`config.mk`:
```
export PLATFORM = sky130hd
export DESIGN_NAME = lcd_hd44780_ctrl
export DESIGN_NICKNAME = d
export VERILOG_FILES = /design/src/rtl/lcd_hd44780_ctrl.sv
export SDC_FILE = /design/constraint.sdc
export NUM_CORES = 1
export LEC_CHECK = 0
export BUFFER_PORTS_ARGS = -buffer_cell sky130_fd_sc_hd__buf_2
export CORE_UTILIZATION = 55
export CTS_CLUSTER_DIAMETER = 60
export DETAILED_ROUTE_END_ITERATION = 8
export GPL_TIMING_DRIVEN = 0
export PLACE_DENSITY = 0.79
export SLEW_MARGIN = 15
export SYNTH_ARGS = -nofsm -noshare
export SYNTH_HDL_FRONTEND = slang
export SYNTH_SLANG_ARGS = --single-unit
```
`constraint.sdc`:
```
create_clock -name clk_i -period 4 [get_ports clk_i]
set_input_delay 1.2 -clock clk_i [delete_from_list [all_inputs] [get_ports clk_i]]
set_output_delay 1.2 -clock clk_i [all_outputs]
set_load 0.01 [all_outputs]
```
`src/rtl/lcd_hd44780_ctrl.sv`:
```
// Replays 32-bit LCD register writes onto an HD44780-style 8-bit parallel bus
// with setup/enable/hold/execution timing and a one-entry holding buffer.
//
// state | meaning
// ------+-----------------------------------------------------------
// PWRUP | bus idle after reset while the panel powers up
// IDLE  | waiting for a buffered or direct write to launch
// SETUP | rs/data valid, en low (address setup)
// PULSE | en high
// HOLD  | en low, rs/data held
// WAIT  | command execution time before the next launch
module lcd_hd44780_ctrl #(
  parameter int unsigned POWERUP_CYC   = 750000,
  parameter int unsigned SETUP_CYC     = 2,
  parameter int unsigned PULSE_CYC     = 12,
  parameter int unsigned HOLD_CYC      = 2,
  parameter int unsigned EXEC_CYC      = 2000,
  parameter int unsigned EXEC_LONG_CYC = 82000
) (
  input  logic        clk_i,
  input  logic        rst_ni,
  input  logic        lcd_wr_i,
  input  logic [31:0] lcd_word_i,
  output logic        lcd_busy_o,
  output logic        lcd_full_o,
  output logic        lcd_ovf_o,
  output logic        lcd_on_o,
  output logic        lcd_rs_o,
  output logic        lcd_rw_o,
  output logic        lcd_en_o,
  output logic [7:0]  lcd_data_o
);

  function automatic int unsigned max2(input int unsigned a, input int unsigned b);
    return (a > b) ? a : b;
  endfunction

  localparam int unsigned MAX_CYC = max2(max2(max2(POWERUP_CYC, SETUP_CYC),
                                              max2(PULSE_CYC, HOLD_CYC)),
                                         max2(EXEC_CYC, EXEC_LONG_CYC));
  localparam int CW = (MAX_CYC > 1) ? $clog2(MAX_CYC) : 1;

  typedef enum logic [2:0] {
    ST_PWRUP,
    ST_IDLE,
    ST_SETUP,
    ST_PULSE,
    ST_HOLD,
    ST_WAIT
  } state_t;

  state_t        state_q, state_d;
  logic [CW-1:0] cnt_q, cnt_d;
  logic [CW-1:0] cnt_last;
  logic          phase_last;

  // Buffer entry layout: {on, rs, data}
  logic [9:0]    buf_word_q;
  logic          buf_full_q, buf_full_d;
  logic          ovf_q;

  logic          on_q, rs_q, long_q;
  logic [7:0]    data_q;

  logic          launch_buf, launch_dir, launch;
  logic          store, drop;
  logic [9:0]    in_word, launch_word;
  logic          launch_long;

  logic          unused_word_bits;
  assign unused_word_bits = ^{lcd_word_i[30:11], lcd_word_i[9:8]};

  assign in_word = {lcd_word_i[31], lcd_word_i[10], lcd_word_i[7:0]};

  always_comb begin
    cnt_last = '0;
    case (state_q)
      ST_PWRUP: cnt_last = CW'(POWERUP_CYC - 1);
      ST_SETUP: cnt_last = CW'(SETUP_CYC - 1);
      ST_PULSE: cnt_last = CW'(PULSE_CYC - 1);
      ST_HOLD:  cnt_last = CW'(HOLD_CYC - 1);
      ST_WAIT:  cnt_last = long_q ? CW'(EXEC_LONG_CYC - 1) : CW'(EXEC_CYC - 1);
      default:  cnt_last = '0;
    endcase
  end

  assign phase_last = (cnt_q == cnt_last);

  always_comb begin
    state_d    = state_q;
    cnt_d      = cnt_q + CW'(1);
    launch_buf = 1'b0;
    launch_dir = 1'b0;
    case (state_q)
      ST_PWRUP: begin
        if (phase_last) begin
          state_d = ST_IDLE;
          cnt_d   = '0;
        end
      end
      ST_IDLE: begin
        cnt_d = '0;
        if (buf_full_q) launch_buf = 1'b1;
        else if (lcd_wr_i) launch_dir = 1'b1;
      end
      ST_SETUP: begin
        if (phase_last) begin
          state_d = ST_PULSE;
          cnt_d   = '0;
        end
      end
      ST_PULSE: begin
        if (phase_last) begin
          state_d = ST_HOLD;
          cnt_d   = '0;
        end
      end
      ST_HOLD: begin
        if (phase_last) begin
          state_d = ST_WAIT;
          cnt_d   = '0;
        end
      end
      ST_WAIT: begin
        if (phase_last) begin
          cnt_d = '0;
          if (buf_full_q) launch_buf = 1'b1;
          else state_d = ST_IDLE;
        end
      end
      default: begin
        state_d = ST_PWRUP;
        cnt_d   = '0;
      end
    endcase
    if (launch_buf || launch_dir) begin
      state_d = ST_SETUP;
      cnt_d   = '0;
    end
  end

  assign launch      = launch_buf | launch_dir;
  assign launch_word = launch_buf ? buf_word_q : in_word;
  assign launch_long = ~launch_word[8] &
                       ((launch_word[7:0] == 8'h01) | (launch_word[7:0] == 8'h02));

  // A write that lands while the buffer is being launched refills it.
  assign store = lcd_wr_i & ~launch_dir & (~buf_full_q | launch_buf);
  assign drop  = lcd_wr_i & ~launch_dir & buf_full_q & ~launch_buf;

  always_comb begin
    buf_full_d = buf_full_q;
    if (store) buf_full_d = 1'b1;
    else if (launch_buf) buf_full_d = 1'b0;
  end

  always_ff @(posedge clk_i or negedge rst_ni) begin
    if (!rst_ni) begin
      state_q <= ST_PWRUP;
      cnt_q   <= '0;
    end else begin
      state_q <= state_d;
      cnt_q   <= cnt_d;
    end
  end

  always_ff @(posedge clk_i or negedge rst_ni) begin
    if (!rst_ni) begin
      buf_full_q <= 1'b0;
      buf_word_q <= '0;
      ovf_q      <= 1'b0;
    end else begin
      buf_full_q <= buf_full_d;
      if (store) buf_word_q <= in_word;
      if (drop) ovf_q <= 1'b1;
    end
  end

  always_ff @(posedge clk_i or negedge rst_ni) begin
    if (!rst_ni) begin
      on_q   <= 1'b0;
      rs_q   <= 1'b0;
      data_q <= 8'h00;
      long_q <= 1'b0;
    end else if (launch) begin
      on_q   <= launch_word[9];
      rs_q   <= launch_word[8];
      data_q <= launch_word[7:0];
      long_q <= launch_long;
    end
  end

  assign lcd_busy_o = (state_q != ST_IDLE) | buf_full_q;
  assign lcd_full_o = buf_full_q;
  assign lcd_ovf_o  = ovf_q;
  assign lcd_on_o   = on_q;
  assign lcd_rs_o   = rs_q;
  assign lcd_rw_o   = 1'b0;
  assign lcd_en_o   = (state_q == ST_PULSE);
  assign lcd_data_o = data_q;

endmodule

```
Yosys cells after proc, flatten, opt, wreduce, memory -nomap -nowiden
Index checks and enable logic that the tools add are counted.
- flip-flop bits (word level): 46
- output and inout port bits: 15
- word-level logic and storage cells: 67
- add/sub/neg operators: 1
- equal/unequal tests: 16
- muxes and demuxes: 22
- bitwise gates (word level): 13
- reductions and logical operators: 6
- operators with widths (operator ; count):
    $pmux W20 S4 ; 1
    $mux W20 ; 3
    $mux W3 ; 7
    $add A20 B1 Y20 const B ; 1
    $eq A20 B20 Y1 ; 1
    $pmux W3 S6 ; 1
    $mux W17 ; 1
    $ne A3 B3 Y1 const B ; 5
    $mux W10 ; 1
    $eq A8 B1 Y1 const B ; 1
    $eq A8 B2 Y1 const B ; 1
    $mux W1 ; 7
    $reduce_and A7 Y1 ; 1
    $eq A3 B2 Y1 const B ; 2
    $eq A3 B3 Y1 const B ; 2
    $ne A3 B1 Y1 const B ; 2
    $and A1 B1 Y1 ; 5
    $reduce_or A5 Y1 ; 1
    $not A1 Y1 ; 4
    $or A1 B1 Y1 ; 4
    $eq A3 B1 Y1 const B ; 1
    $logic_not A3 Y1 ; 1
    $ne A2 B2 Y1 const B ; 1
    $pmux W1 S2 ; 1
    other kinds (3) ; 3

Logic depth before layout (Yosys ltp)
- depth in word-level cells: 10
- gate-level depth with buffers: 10
- mapped depth without buffers: 7

Least setup slack after synthesis
Ideal clock, no wire load.
- path kind: flip-flop to flip-flop
- start point: register state_q[2]
- end point: register data_q[0] (netlist: lcd_data_o[0])
- setup time: 125 ps
- arrival time: 2334 ps
- path slack: 1541 ps
- stages on the path, launching flop included: 10
- path buffers: 2
- period minus slack after synthesis: 2459 ps
- cell sequence: dfrtp_1 > buf_6 > or4_4 > o211ai_2 > a221oi_2 > a2111oi_4 > nand2_2 > a21o_1 > buf_6 > mux2_4
- longest elaborated chain between the ends: 7
- ends and longest elaborated chain (item ; line ; source):
    start: declaration ; 52 ; state_t state_q, state_d;
    start signal: assignment ; 162 ; state_q <= state_d;
    $eq A3 B3 Y1 / $eq A3 B2 Y1 (equally long branches) ; 77 ; case (state_q)
    $reduce_or A2 Y1 (no source line) ; -- ;
    $pmux W20 S4 ; 77 ;
    $eq A20 B20 Y1 ; 87 ; assign phase_last = (cnt_q == cnt_last);
    $mux W1 ; 125 ; if (phase_last) begin
    $pmux W1 S2 ; 94 ; case (state_q)
    $mux W10 / $or A1 B1 Y1 (equally long branches) ; 143, 142 ;
    end signal: assignment ; 188 ; data_q <= launch_word[7:0];
    end: declaration ; 63 ; logic [7:0] data_q;
Parallel ways exist; a longest one is shown, timed or not.
A chain may end at the register's enable or synchronous reset.

Worst setup path after layout
- start point: register state_q[0]
- end point: output port lcd_busy_o
- longest elaborated chain between the ends: 2
- ends and longest elaborated chain (item ; line ; source):
    $ne A3 B1 Y1 ; 193 ; assign lcd_busy_o = (state_q != ST_IDLE) | buf_full_q;
    $or A1 B1 Y1 ; 193 ;
    end: declaration ; 24 ; output logic lcd_busy_o,
Every way passes these cells.

==> results.yml <==
global_routing:
  grt_pass1_vias: 2005
  antenna_found_initial: 0
  grt_overflow_total: 0
  track_usage_pct: 23.8
  grt_first_pass_wirelength_um: 9350
  grt_max_degree: 47
run:
  max-cap-violations: 0
clocking:
  cts_max_path_buffers: 2
  postCtsSetupRepairBufs: 0
  cts_buffers: 5
  cts_resized: 0
  cts_num_sinks: 46
  holdBufCountCts: 0
  cts_root_buf: "clkbuf_8"
  cts.clk_slew.worst_paths_ns: 0.09
  cts_tree: "yes"
  clk_latency_ns: 0.30
  htreeDepth: 2
floorplanning:
  core_area_mm2: 0.00447
  die_x_um: 71.3
  die_area_mm2: 0.00508
  die_y_um: 71.3
  pin_count: 50
  start_util_pct: 58.9
  fp-row-count: 24
yosys:
  yosys-top-cells-count: "46 x dfrtp_1, 36 x nor2_1, 20 x nand2_1"
  synth.distinct_cells: 53
  yosysWarnings: 0
  ys_seq_elements: 46
  syn_nets: 294
  seq_area_frac_synth_pct: 43.6
  async_reset_ff_share_pct: 100
  syn_area_per_cell_um2: 10.2
  synth-main-ff-cell: "dfrtp_1"
  yosysMostFrequentCell: "dfrtp_1"
  synth_top_area_share_pct: 43.6
  synthCells: 258
  ys_top_cells_by_area: "dfrtp_1 44%, mux2_4 9.7%, nor2_1 5.1%"
  synth_edf_count: 0
  yosysTopAreaCell: "dfrtp_1"
  synth_area_mm2: 0.00264
critical_path:
  crit_fanout: 10
  worst-setup-path-type: "reg2out"
  crit_start: "state_q[0]$_DFFE_PN0P_"
  critical-path-top-delay-family: "buffers and inverters"
  required_ns: 2.80
  crit_buf_inv: 2
  max_stage_delay_ns: 0.44
  path_cells: "clkbuf_1 -> nand2b_1 -> nor2_1 -> nand2_1 -> buf_2"
  cp-end-kind: "primary output"
  worstPathArrival_ns: 1.75
  r2r_start: "state_q[2]$_DFFE_PN0P_"
  start_kind: "register"
  cp_slowest_cell: "dfrtp_1"
routing:
  drcViolationCount: 2
  drt_pass1_iterations: 6
  wirelength_um: 5540
  wl_per_cell_um: 16.0
  vias: 2045
  ant_nets: 0
  drtIter0Drc: 126
  viasPerCell: 5.93
layout:
  finalNetCount: 328
  layout-drive-gt1-share_pct: 24.9
  diodes: 0
  fin_cells: 345
  final_area_mm2: 0.00297
  syn2layout_area_growth_pct: 12.6
placement:
  port_buffers: 26
  dp_hpwl_um: 3950
  place_ws_ns: 1.23
  gp_congestion: 0.806
  dpl.cell_count: 336
  dpl-instance-area_mm2: 0.00283
pwr:
  max-vdd-ir-drop_uv: 193
  powerDensity_mw_per_mm2: 295
  switching_power_uw: 193
  switching_share_pct: 22.0
  p_leak_uw: 0.00150
  clkPwrFrac_pct: 40.1
  seqPwrFrac_pct: 54.9
  power.internal_uw: 682
  power_frac_comb_pct: 5.0
timing:
  fin_skew_ns: 0.0102
  min_period_over_period_pct: 73.8
  relSlewSlack_pct: 62.4
  whs_ns: 0.480
  hold_viol: 0
  setup_violations: 0
  slew_viol_final: 0
  fin_tns_setup_ns: 0
  clock.fmax_ghz: 0.339
  period_needed_ns: 2.95
  rsz0062_at_grt: "no"
  tightest_slew_ns: 0.557
  worst_slack_ns: 1.05
status:
  failed_checks: "design-rule violations"
  status: "finished, violations left"
min_path:
  min_from: "lcd_ovf_o$_DFFE_PN0P_"
  hold_class: "reg2reg"
## power by group through the flow
stage	Combinational [uW]	Clock, uW	Sequential [uW]
global placement	39.1	0	489
finish	43.3	351	481
detailed placement	40.7	0	490
global route	48.3	368	482
floorplan	19.6	0	488
CTS	40.9	351	481
## stage by stage
stage | utilization [%] | total power [uW]
finish | 66.4 | 875
global route | 66.4 | 898
CTS | 65.8 | 873
detailed placement | 63.3 | 531
global placement | 63.3 | 528
floorplan | - | 507
## final timing paths
kind	cells after the start	endpoint	slack [ns]
min in group asynchronous	1	state_q[2]$_DFFE_PN0P_	0.89
max in group asynchronous	2	lcd_data_o[1]$_DFFE_PN0N_	2.60
hold reg to reg	1	lcd_ovf_o$_DFFE_PN0P_	0.48
setup reg to reg	9	cnt_q[18]$_DFF_PN0_	1.21
hold / removal	1	lcd_ovf_o$_DFFE_PN0P_	0.48
setup / recovery	5	lcd_busy_o	1.05
## layout make-up
cell class                      instances  area, um^2
Buffer                                 12        75.1
Clock buffer                            6        72.6
Clock inverter                          2        37.5
Fill cell                             368        1500
Inverter                                7        26.3
Multi-Input combinational cell        193        1390
Sequential cell                        46        1150
Tap cell                               52        65.1
Timing Repair Buffer                   27         158
## cell usage in the layout, fill, tap and decap left out, types with 2 or more instances in the layout
| cell | count |
|---|---|
| nand2_1 | 20 |
| mux2_4 | 17 |
| o211ai_1 | 3 |
| nand2b_1 | 6 |
| a32oi_1 | 2 |
| a22oi_1 | 2 |
| nor4_1 | 3 |
| clkbuf_8 | 5 |
| mux2_2 | 8 |
| nor2_1 | 36 |
| clkbuf_1 | 6 |
| buf_6 | 3 |
| nand3_1 | 13 |
| and3_1 | 6 |
| dfrtp_1 | 46 |
| inv_1 | 7 |
| buf_2 | 29 |
| o21ai_0 | 7 |
| and2_1 | 4 |
| o21a_1 | 2 |
| xor2_1 | 13 |
| xnor2_1 | 10 |
| mux2i_1 | 2 |
| or4_1 | 2 |
| nor3_1 | 6 |
| a21oi_1 | 4 |
## cells by family (layout without fill, tap and decap cells)
family,Yosys count,in the layout,synth area share (%)
xor+xnor,23,23,7.64
simple gates,105,105,19.5
compound gates,36,36,11.0
mux,27,27,13.9
flops,46,46,43.6
buf+inv,19,54,3.84
fa+ha+maj,1,1,0.474
other cells,1,1,0.142
## sequential cells by signal (all words and copies together), names as in the netlist
signal	cells
buf_word_q	10
cnt_q	20
lcd_data_o	8
lcd_full_o	1
lcd_on_o	1
lcd_ovf_o	1
lcd_rs_o	1
long_q	1
state_q	3
## layer usage
metal  vias to the layer above  part of all wire, %  global-route usage, %
met5                         -                    0                      0
met4                         0                  2.0                   7.78
met3                        10                  4.4                   4.64
met2                        51                   48                   39.4
met1                      1006                   45                   31.8
li1                        978                    -                      -
No activity file was read; power rests on OpenSTA's default activity.
